[config.mk]
export PLATFORM = sky130hd
export DESIGN_NAME = pipeline_sequencer
export DESIGN_NICKNAME = d
export VERILOG_FILES = /design/src/rtl/pipeline_ctrl_pkg.sv /design/src/rtl/pipeline_sequencer_hazard_detect.sv /design/src/rtl/pipeline_sequencer.sv
export SDC_FILE = /design/constraint.sdc
export NUM_CORES = 1
export LEC_CHECK = 0
export ABC_AREA = 1
export BUFFER_PORTS_ARGS = -buffer_cell sky130_fd_sc_hd__buf_4
export CORE_ASPECT_RATIO = 2
export CORE_MARGIN = 4
export CORE_UTILIZATION = 40
export DETAILED_ROUTE_END_ITERATION = 16
export PLACE_DENSITY = 0.75
export SLEW_MARGIN = 20
export SYNTH_ARGS = -nofsm -noshare
export SYNTH_HDL_FRONTEND = slang
export SYNTH_SLANG_ARGS = --single-unit
[constraint.sdc]
create_clock -name clk -period 2.1 [get_ports clk]
set_input_delay 0.21 -clock clk [delete_from_list [all_inputs] [get_ports clk]]
set_output_delay 0.21 -clock clk [all_outputs]
set_load 0.02 [all_outputs]
[src/rtl/pipeline_ctrl_pkg.sv]
// Shared definitions for the pipeline controller: sequencer state encoding
// and the register index that never carries a real dependency.
package pipeline_ctrl_pkg;

  typedef enum logic [2:0] {
    IDLE      = 3'd0,
    RUN       = 3'd1,
    STEP_WAIT = 3'd2,
    STEP_EXEC = 3'd3,
    HALTED    = 3'd4
  } seq_state_t;

  // Register $zero: writes to it are discarded, so it never creates a hazard.
  localparam int NOP_REG = 0;

endpackage

[src/rtl/pipeline_sequencer_hazard_detect.sv]
// Load-use hazard detector: flags an ID instruction that reads the register
// a load in EX is about to write. Purely combinational.
module hazard_detect
  import pipeline_ctrl_pkg::*;
#(
  parameter int REG_W = 5
) (
  input  logic [REG_W-1:0] i_id_rs,
  input  logic [REG_W-1:0] i_id_rt,
  input  logic [REG_W-1:0] i_ex_rt,
  input  logic             i_ex_mem_read,
  output logic             o_lu
);

  logic w_dst_live;
  logic w_src_match;

  assign w_dst_live  = (i_ex_rt != REG_W'(NOP_REG));
  assign w_src_match = (i_ex_rt == i_id_rs) || (i_ex_rt == i_id_rt);
  assign o_lu        = i_ex_mem_read && w_dst_live && w_src_match;

endmodule

[src/rtl/pipeline_sequencer.sv]
// Central pipeline controller: derives per-stage enables and flush/bubble
// controls from the debug run mode, load-use hazards and taken control flow,
// freezes fetch after a decoded HALT and counts advanced cycles.
module pipeline_sequencer
  import pipeline_ctrl_pkg::*;
#(
  parameter int CNT_W = 32,
  parameter int REG_W = 5
) (
  input  logic             clk,
  input  logic             reset,
  input  logic             dbg_start,
  input  logic             dbg_step_mode,
  input  logic             dbg_step,
  input  logic [REG_W-1:0] id_rs,
  input  logic [REG_W-1:0] id_rt,
  input  logic [REG_W-1:0] ex_rt,
  input  logic             ex_mem_read,
  input  logic             id_branch_taken,
  input  logic             id_jump,
  input  logic             id_halt,
  input  logic             wb_halt,
  output logic             pc_en,
  output logic             if_id_en,
  output logic             if_id_flush,
  output logic             id_ex_clk_en,
  output logic             id_ex_stall,
  output logic             id_ex_flush,
  output logic             ex_mem_en,
  output logic             mem_wb_en,
  output logic             running,
  output logic             halted,
  output logic [CNT_W-1:0] cycle_cnt
);

  seq_state_t       r_state;
  seq_state_t       w_state_nxt;
  logic             r_fetch_block;
  logic [CNT_W-1:0] r_cycle_cnt;
  logic             w_advance;
  logic             w_lu;
  logic             w_ctrl_xfer;

  hazard_detect #(.REG_W(REG_W)) u_hazard (
    .i_id_rs       (id_rs),
    .i_id_rt       (id_rt),
    .i_ex_rt       (ex_rt),
    .i_ex_mem_read (ex_mem_read),
    .o_lu          (w_lu)
  );

  assign w_ctrl_xfer = id_branch_taken || id_jump;

  // State register, sticky fetch block and advanced-cycle counter.
  always_ff @(posedge clk or negedge reset) begin
    if (!reset) begin
      r_state       <= IDLE;
      r_fetch_block <= 1'b0;
      r_cycle_cnt   <= '0;
    end else begin
      r_state <= w_state_nxt;
      if (id_halt && w_advance && !w_lu)
        r_fetch_block <= 1'b1;
      if (w_advance)
        r_cycle_cnt <= r_cycle_cnt + CNT_W'(1);
    end
  end

  // Next-state logic; retiring HALT beats every other transition.
  always_comb begin
    w_state_nxt = r_state;
    w_advance   = 1'b0;
    case (r_state)
      IDLE: begin
        if (dbg_start)
          w_state_nxt = dbg_step_mode ? STEP_WAIT : RUN;
      end
      RUN: begin
        w_advance = 1'b1;
        if (wb_halt)
          w_state_nxt = HALTED;
      end
      STEP_WAIT: begin
        if (dbg_step)
          w_state_nxt = STEP_EXEC;
      end
      STEP_EXEC: begin
        w_advance   = 1'b1;
        w_state_nxt = wb_halt ? HALTED : STEP_WAIT;
      end
      HALTED: begin
        w_state_nxt = HALTED;
      end
      default: begin
        w_state_nxt = IDLE;
      end
    endcase
  end

  // Stage controls. Stall/flush are gated by advance because ID/EX gives them
  // priority over its load enable; a load-use stall outranks both the
  // branch flush and the HALT fetch block for the IF-side enables.
  always_comb begin
    id_ex_clk_en = w_advance;
    ex_mem_en    = w_advance;
    mem_wb_en    = w_advance;
    id_ex_stall  = w_advance && w_lu;
    id_ex_flush  = 1'b0;
    pc_en        = w_advance && !w_lu && !r_fetch_block;
    if_id_en     = w_advance && !w_lu;
    if_id_flush  = w_advance && !w_lu && (w_ctrl_xfer || r_fetch_block);
  end

  assign running   = (r_state == RUN) || (r_state == STEP_WAIT) ||
                     (r_state == STEP_EXEC);
  assign halted    = (r_state == HALTED);
  assign cycle_cnt = r_cycle_cnt;

endmodule

==> results of run 1 <==
## power groups by stage
stage	Sequential, mW	Combinational, mW	Clock (mW)
global placement	0.880	0.718	0
floorplan	0.919	0.424	0
finish	0.871	0.723	0.751
global route	0.882	0.804	0.781
CTS	0.872	0.738	0.759
detailed placement	0.881	0.729	0
## worst min-delay path: cells and delay by family
family          cells  cell delay, ns
buf+inv             1            0.09
simple gates        2            0.11
compound gates      1            0.08
## cell usage in the layout (no fill, tap or decap)
| cell type | n |
|---|---|
| clkbuf_16 | 5 |
| o31a_1 | 1 |
| nand3_4 | 1 |
| nand3_1 | 8 |
| nand2_4 | 2 |
| xor2_2 | 1 |
| clkinv_2 | 2 |
| nand2_2 | 2 |
| o21ai_0 | 4 |
| xnor2_2 | 2 |
| nor3_1 | 5 |
| nand4_1 | 5 |
| inv_1 | 34 |
| nand2_1 | 129 |
| nor2_2 | 4 |
| o21a_1 | 1 |
| nand3_2 | 1 |
| conb_1 | 1 |
| buf_4 | 65 |
| nor2_1 | 46 |
| ha_1 | 1 |
| inv_4 | 1 |
| inv_2 | 2 |
| and2_1 | 1 |
| dfrtp_1 | 36 |
| a31oi_1 | 1 |
| xor2_1 | 8 |
| dlygate4sd3_1 | 1 |
| clkbuf_8 | 1 |
| nand3b_1 | 11 |
| nor2_8 | 1 |
| xnor2_1 | 10 |
| nor2_4 | 4 |
## worst max-delay path by stage
stage                      start       endpoint  slack [ns]
floorplan           cycle_cnt[0]  cycle_cnt[20]        0.45
global placement    cycle_cnt[0]  cycle_cnt[30]        0.50
detailed placement  cycle_cnt[0]  cycle_cnt[30]        0.43
CTS                   r_state[2]          pc_en        0.37
global route          r_state[2]          pc_en        0.23
finish                r_state[2]          pc_en        0.39
## state kept, by name, summed over array words and instances, names as in the netlist
register	cells
cycle_cnt	32
r_state	3
r_fetch_block	1
## per-stage QoR
stage          hold WS, ns  cell area (µm²)  power (mW)  worst slack, ns
2_1_floorplan     -0.08559             2337       1.343           0.4496
3_3_place_gp        0.1923             2867       1.598           0.5022
3_5_place_dp        0.1948             2867       1.610           0.4253
4_1_cts             0.2391             3025       2.369           0.3724
5_1_grt             0.2675             3025       2.468           0.2261
6_report            0.2350             3025       2.346           0.3900
## cell families (layout without fill, tap and decap cells)
kind of cell | after synthesis | after routing
AOI/OAI and AO/OA | 7 | 7
xor gates and xnor gates | 21 | 21
adders and majority gates | 1 | 1
buffers and inverters | 42 | 111
DFF | 36 | 36
other | 1 | 1
and+or+nand+nor | 220 | 220
## metal layers
metal  global-route usage (%)  vias to the layer above  share of wire [%]  routed length, µm
met5                        0                        -                  0                  0
met4                    7.082                        0                1.7                 99
met3                    3.761                        8                5.1                297
met2                    35.18                       59                 60               3508
met1                    16.48                     1035                 33               1952
li1                         -                     1129                  -                  -
## area by class of cell
cell class	instances	area [µm²]	share of cell area [%]
Sequential cell	36	900.9	29.78
Inverter	37	141.4	4.673
Timing Repair Buffer	66	498.0	16.46
Tap cell	61	76.32	2.523
Multi-Input combinational cell	250	1260	41.65
Clock inverter	2	10.01	0.3309
Clock buffer	6	138.9	4.591
==> out/qor.txt, run 1 <==
Status = finished clean
Syn nets = 354
Starting Density = 40.94%
Hold Buf Count CTS = 1
DR pass1 iterations = 4
Hold EP = r_state[0]
Core area = 5709 µm²
Clock Pin Slew Worst Setup and Hold Paths = 0.05 ns
H-tree depth = 2
Clk_skew = 0.004501 ns
Die area = 7204 µm²
Crit path time final = 1.710 ns
Synth top area share = 38.54%
Critical path depth = 6
Ys async rst share = 100.0%
Placed cell count = 449
Synthesis-to-finish area growth = 29.44%
Synth area leader = dfrtp_1
Pwr/cell area = 775.3 nW/µm²
Register area share after synthesis = 38.54%
First-pass GRT wire length = 9666 µm
Nets = 422
Yosys warns = 0
Post-Route WL = 5858 µm
Syn Std Cell Area = 2337 µm²
Hold Path Origin = wb_halt
Flop2flop setup slack = 0.43 ns
CTS max path bufs = 2
Combinational family with the most area after synthesis = simple AND/OR/NAND/NOR gates
Synth unique cells = 30
Post-cts resize count = 0
RSZ-0062 raised after global routing = no
Mux cell area share after synthesis = 0%
Clk pwr share = 32.0%
Post-synthesis compound-gate area fraction = 1.820%
Die X = 62.05 µm
FMAX = 584.8 MHz
Largest net degree at the start of global routing = 37
Layout cells sized above 1 = 23.68%
DRC violation count after routing = 0
Finished Layout Cells = 458
GRT Total Usage = 17.95%
Post-route antenna net violation count = 0
Clock Tree Root = clkbuf_16
Total Neg Setup Slack = 0 ns
Fillcell total = 545
Hold Crit Class = input pin to flop
FP Rows = 39
CP top delay family = buffers and inverters
FF-to-FF End = cycle_cnt[30]
GP Congestion = 0.8369
Gr ovfl total = 0
Max incr delay on CP = 0.43 ns
CTS tree = built
Count leader, synth = nand2_1
Post-synthesis simple-gate area fraction = 42.56%
Vert. Die Dim = 116.1 µm
Worst skew pair latency = 0.28 ns
Fin util = 52.99%
IO Count = 67
Switching Share = 35.13%
Static leakage = 1.614 nW
Pint = 1.521 mW
Syn_area_per_cell = 7.126 µm²
CP max FO = 13
Crit-path cells = inv_2 -> nand2_4 -> inv_4 -> nand2_1 -> nor2_1 -> buf_4
Seq cells post-synth = 36
DP Wirelength = 4763 µm
Xor/xnor share of the synthesized area = 8.833%
IO buf count = 65
Adder-cell share of the synthesized area = 0.5353%
Max-slew violations = 0
Worst Path Buf+Inv = 3
R2r worst-path depth = 8
Total number of vias = 2231
Initial antenna violation count = 0
Worst IR Drop VDD = 0.0007967 V
Crit. End Element = output pin
N_diodes = 0
EDFF count, synth = 0
Power share of the combinational group = 30.8%
Fin. Hold Viols = 0
Slowest stage cell, crit path = dfrtp_1
Reg2reg start = cycle_cnt[0]
Vias in the first global route = 2256
Max Cap Viol = 0
Commonest cells post-synth = nand2_1, nor2_1, dfrtp_1, inv_1, nand3b_1
Clock sink total = 36
Post-synth top flop = dfrtp_1
CP startpoint kind = flop
P_sw = 824.1 µW
Setup bufs post-CTS = 0
WHS Path Cells = 4
Final setup vio count = 0
Cts bufs inserted = 5
Worst EP arrival = 1.50 ns
Avg WL per Cell = 12.79 µm
DRT iter0 DRCs = 61
Via density = 4.871
Top cells by area, synth = dfrtp_1, nand2_1, nor2_1, inv_1, xnor2_1
WS Path Type = flop to output pin
CP required = 1.89 ns
Tcrit/Tclk final = 81.43%
Synth Instances = 328
Sequential Power Share = 37.1%
Note: power is estimated with default switching activity, not from simulation.
==> run 2, diff against run 1 <==
Clock period 2.1 ns to 1.7 ns, I/O delays scaled along.
==> run 2 against run 1 <==
Against the previous run:
- non-clock buffer count rose by 6
- wire length rose by 1.2%
- total power rose by 31%
- sequential cell count did not move
- sequential power rose by 24%
- die area did not move
- critical path depth fell by 2
- global-route usage rose by 0.60 points
- critical path type unchanged
- critical endpoint is now halted
- largest cell class unchanged
==> out/qor.txt, run 2 (synthesized netlist as in run 1, its figures left out) <==
Status = finished clean
Crit path time final = 1.607 ns
Max reg flops = 32
Via density = 4.870
Worst IR Drop VDD = 0.0009848 V
CP startpoint kind = flop
Die area = 7204 µm²
Max Cap Viol = 0
Leading cell type in the layout, fill and taps excluded = nand2_1
Synthesis-to-finish area growth = 33.57%
Layout cells sized above 1 = 25.62%
Core area = 5709 µm²
Reg2reg start = r_state[2]
DRC violation count after routing = 0
CP required = 1.53 ns
FMAX = 622.3 MHz
Cts bufs inserted = 5
Place WS = 0.1108 ns
Largest net degree at the start of global routing = 37
DRT iter0 DRCs = 98
Hold Path Origin = dbg_step
Clk_skew = 0.001591 ns
DP Wirelength = 4632 µm
Clock Tree Root = clkbuf_16
First-pass GRT wire length = 9929 µm
Setup crit start = r_state[0]
Total number of vias = 2255
Pwr/cell area = 985.1 nW/µm²
N_diodes = 0
Clock sink total = 36
Tcrit/Tclk final = 94.52%
IO buf count = 65
CTS tree = built
Static leakage = 1.640 nW
Clock Pin Slew Worst Setup and Hold Paths = 0.05 ns
H-tree depth = 2
Post-Route WL = 5930 µm
WS Path Type = flop to output pin
Design Power = 3.075 mW
Gr ovfl total = 0
Final setup vio count = 0
Max-slew violations = 0
DR pass1 iterations = 5
Avg WL per Cell = 12.81 µm
Area after DPL = 2882 µm²
Fin. Hold Viols = 0
Die X = 62.05 µm
Starting Density = 40.94%
CP max FO = 4
FP Rows = 39
Hold Crit Class = input pin to flop
Total Neg Setup Slack = 0 ns
Min setup slack post-route = 0.09310 ns
Nets = 428
Post-route antenna net violation count = 0
IO Count = 67
Crit. End Element = output pin
Vert. Die Dim = 116.1 µm
Initial antenna violation count = 0
CTS max path bufs = 2
Most frequent cells in the layout = nand2_1, buf_4, nor2_1, dfrtp_1, inv_1
Vias in the first global route = 2270
GRT Total Usage = 18.56%
Worst skew pair latency = 0.28 ns
Worst EP arrival = 1.44 ns
GP Congestion = 0.8245
Fin area = 3122 µm²
-- run 2: cell count changes in the layout (fill, tap and decap cells not counted), moves of 2 or more --
| cell | previous run | this run |
|---|---|---|
| clkinv_2 | 2 | 0 |
| buf_4 | 65 | 71 |
| nand3_4 | 1 | 3 |
| nand3_1 | 8 | 6 |
-- run 2: power by group --
part           switching (mW)  total [mW]  internal [mW]
Clock                   0.342       0.957          0.615
Combinational           0.609        1.04          0.426
Sequential              0.130        1.08          0.953
-- run 2: cell type report --
type                            instances  area, µm²
Clock buffer                            7      152.6
Timing Repair Buffer                   72      543.0
Multi-Input combinational cell        250       1296
Sequential cell                        36      902.1
Inverter                               37      151.4
Fill cell                             537       2587
Tap cell                               61      76.32
-- run 2: worst max-delay path, cell delays in order, from the launching register on --
cell     delay [ns]
dfrtp_1        0.46
nor2_1         0.26
inv_1          0.12
nor2_1         0.14
buf_4          0.16
-- run 2: path summary, 6_finish.rpt --
check / end / slack [ns] / depth (start not counted)
max reg2reg: cycle_cnt[15] / 0.09 / 9
min in group asynchronous: cycle_cnt[8] / 0.40 / 2
min: r_state[1] / 0.18 / 4
min reg2reg: cycle_cnt[10] / 0.50 / 1
max: halted / 0.09 / 4
max in group asynchronous: r_state[2] / 0.96 / 2
-- run 2: repair_timing --
action | in CTS | in global routing
setup endpoints to repair | 3 | 11
setup buffers | 1 | 4
hold buffers | 1 | 0
hold endpoints to repair | 36 | 0
resized for setup | 0 | 10
pin swaps | 0 | 2
-- run 2: routing by layer --
metal | routed length, µm | track usage (%) | part of all wire (%)
met1 | 1998 | 18.21 | 34
met5 | 0 | 0 | 0
met4 | 120 | 8.215 | 2.0
met3 | 332 | 4.314 | 5.6
met2 | 3479 | 34.49 | 59
-- run 2: metrics by stage --
| stage | cells | utilization [%] | hold WS [ns] |
|---|---|---|---|
| 6_report | 463 | 54.68 | 0.1847 |
| 5_1_grt | 463 | 54.68 | 0.1819 |
| 4_1_cts | 459 | 53.32 | 0.1778 |
| 3_5_place_dp | 451 | 50.47 | 0.1629 |
| 3_3_place_gp | 451 | 50.47 | 0.1584 |
| 2_1_floorplan | 328 | - | -0.1256 |
==> run 3, diff against run 2 <==
==> constraint.sdc (replaced) <==
create_clock -name clk -period 1.7 [get_ports clk]
set_input_delay 0.17 -clock clk [delete_from_list [all_inputs] [get_ports clk]]
set_output_delay 0.17 -clock clk [all_outputs]
set_load 0.1 [all_outputs]
==> run 3 against run 2 <==
Against the previous run:
- die area is the same
- via count fell by 0.40%
- sequential cell count unchanged
- sequential power increased by 6%
- hold slack got worse by 0.0062 ns
- highest routed layer unchanged
- fmax fell by 2.9%
==> out/qor.txt, run 3 (synthesized netlist as in run 1, its figures left out) <==
Gr ovfl total = 0
Total Neg Setup Slack = 0 ns
Clk_skew = 0.008796 ns
CP required = 1.53 ns
Static leakage = 1.577 nW
Fin. Hold Viols = 0
Layout cells sized above 1 = 33.25%
GP Congestion = 0.8303
Post-route antenna net violation count = 0
Status = finished clean
Clock sink total = 36
Most frequent cells in the layout = nand2_1, buf_4, nor2_1, inv_1, dfrtp_2
Area after DPL = 2979 µm²
Vert. Die Dim = 116.1 µm
Largest net degree at the start of global routing = 37
Max Cap Viol = 0
Crit path time final = 1.655 ns
CP startpoint kind = flop
DP Wirelength = 4876 µm
Starting Density = 40.94%
First-pass GRT wire length = 10130 µm
Final setup vio count = 0
Max-slew violations = 0
Post-Route WL = 5990 µm
WS Path Type = flop to output pin
GRT Total Usage = 18.69%
CP max FO = 9
Worst EP arrival = 1.49 ns
Cts bufs inserted = 5
Worst skew pair latency = 0.28 ns
Hold Crit Class = input pin to flop
Synthesis-to-finish area growth = 36.03%
Via density = 4.872
Fin util = 55.69%
Crit. End Element = output pin
N_diodes = 0
IO buf count = 65
Leading cell type in the layout, fill and taps excluded = nand2_1
Initial antenna violation count = 0
RSZ-0062 raised after global routing = yes
Clock Tree Root = clkbuf_16
CTS tree = built
Vias in the first global route = 2419
Clock Pin Slew Worst Setup and Hold Paths = 0.05 ns
Max reg flops = 32
DRT iter0 DRCs = 31
Core area = 5709 µm²
FMAX = 604.1 MHz
Fin area = 3179 µm²
Avg WL per Cell = 12.99 µm
H-tree depth = 2
DRC violation count after routing = 0
CTS max path bufs = 2
Pwr/cell area = 1215 nW/µm²
Tcrit/Tclk final = 97.38%
Die area = 7204 µm²
Worst IR Drop VDD = 0.001266 V
FP Rows = 39
Total number of vias = 2246
DR pass1 iterations = 4
Nets = 425
Die X = 62.05 µm
IO Count = 67
[run 3: changes by cell type in the layout (fill, tap and decap cells not counted), moves of 2 or more]
cell	previous run	this run
dfrtp_1	35	5
dfrtp_2	1	25
buf_4	71	63
dfrtp_4	0	6
nor2_1	46	42
buf_6	0	3
nor2_4	4	7
buf_12	0	2
clkbuf_1	0	2
clkbuf_8	2	0
[run 3: layout make-up]
cell class | instances | area, µm²
Multi-Input combinational cell | 250 | 1313
Tap cell | 61 | 76.32
Clock buffer | 7 | 132.6
Timing Repair Buffer | 69 | 556.8
Inverter | 37 | 141.4
Fill cell | 548 | 2530
Clock inverter | 1 | 5.005
Sequential cell | 36 | 954.7
[run 3: per-stage QoR]
step                total power [mW]  hold WS [ns]  setup WS, ns  cells
floorplan                      2.568       -0.1256       -0.2841    328
global placement               2.895        0.1625        0.1247    451
detailed placement             2.930        0.1662       0.06867    451
CTS                            3.872        0.1740      0.005855    461
global route                   4.024        0.2170      -0.03789    461
finish                         3.861        0.1785       0.04457    461
[run 3: where the power goes]
group | internal (mW) | leakage (nW) | total [mW] | switching (mW)
logic | 0.461 | 1.07 | 1.84 | 1.38
clock network | 0.541 | 0.0679 | 0.883 | 0.341
registers | 0.986 | 0.437 | 1.14 | 0.155
total | 1.99 | 1.58 | 3.86 | 1.87
[run 3: repair_timing]
action | 4_1_cts | 5_1_grt
setup endpoints to repair | 7 | 8
gates resized for setup | 7 | 5
buffers inserted | 1 | 0
hold buffers | 1 | 0
endpoints found under the hold margin | 36 | 0
pin swaps | 0 | 1
[run 3: final timing paths]
path	slack, ns	cells after the start	end	start
setup / recovery	0.04	5	mem_wb_en	r_state[2]
hold / removal	0.18	4	r_state[1]	dbg_step
setup reg to reg	0.12	7	cycle_cnt[18]	cycle_cnt[0]
hold reg to reg	0.49	1	cycle_cnt[10]	cycle_cnt[10]
max in group asynchronous	0.96	2	cycle_cnt[0]	reset
min in group asynchronous	0.38	2	cycle_cnt[10]	reset
[run 3: routing by layer]
layer | vias to the layer above | part of all wire [%] | GRT usage [%]
met1 | 1015 | 32 | 16.34
met4 | 0 | 4.9 | 10.62
met2 | 68 | 58 | 35.94
li1 | 1139 | - | -
met5 | - | 0 | 0
met3 | 24 | 5.2 | 3.761
[run 3: worst max-delay path, stage by stage (launching register included)]
cell     delay [ns]
dfrtp_2        0.44
inv_2          0.09
nand2_4        0.09
inv_4          0.11
buf_4          0.17
buf_4          0.30
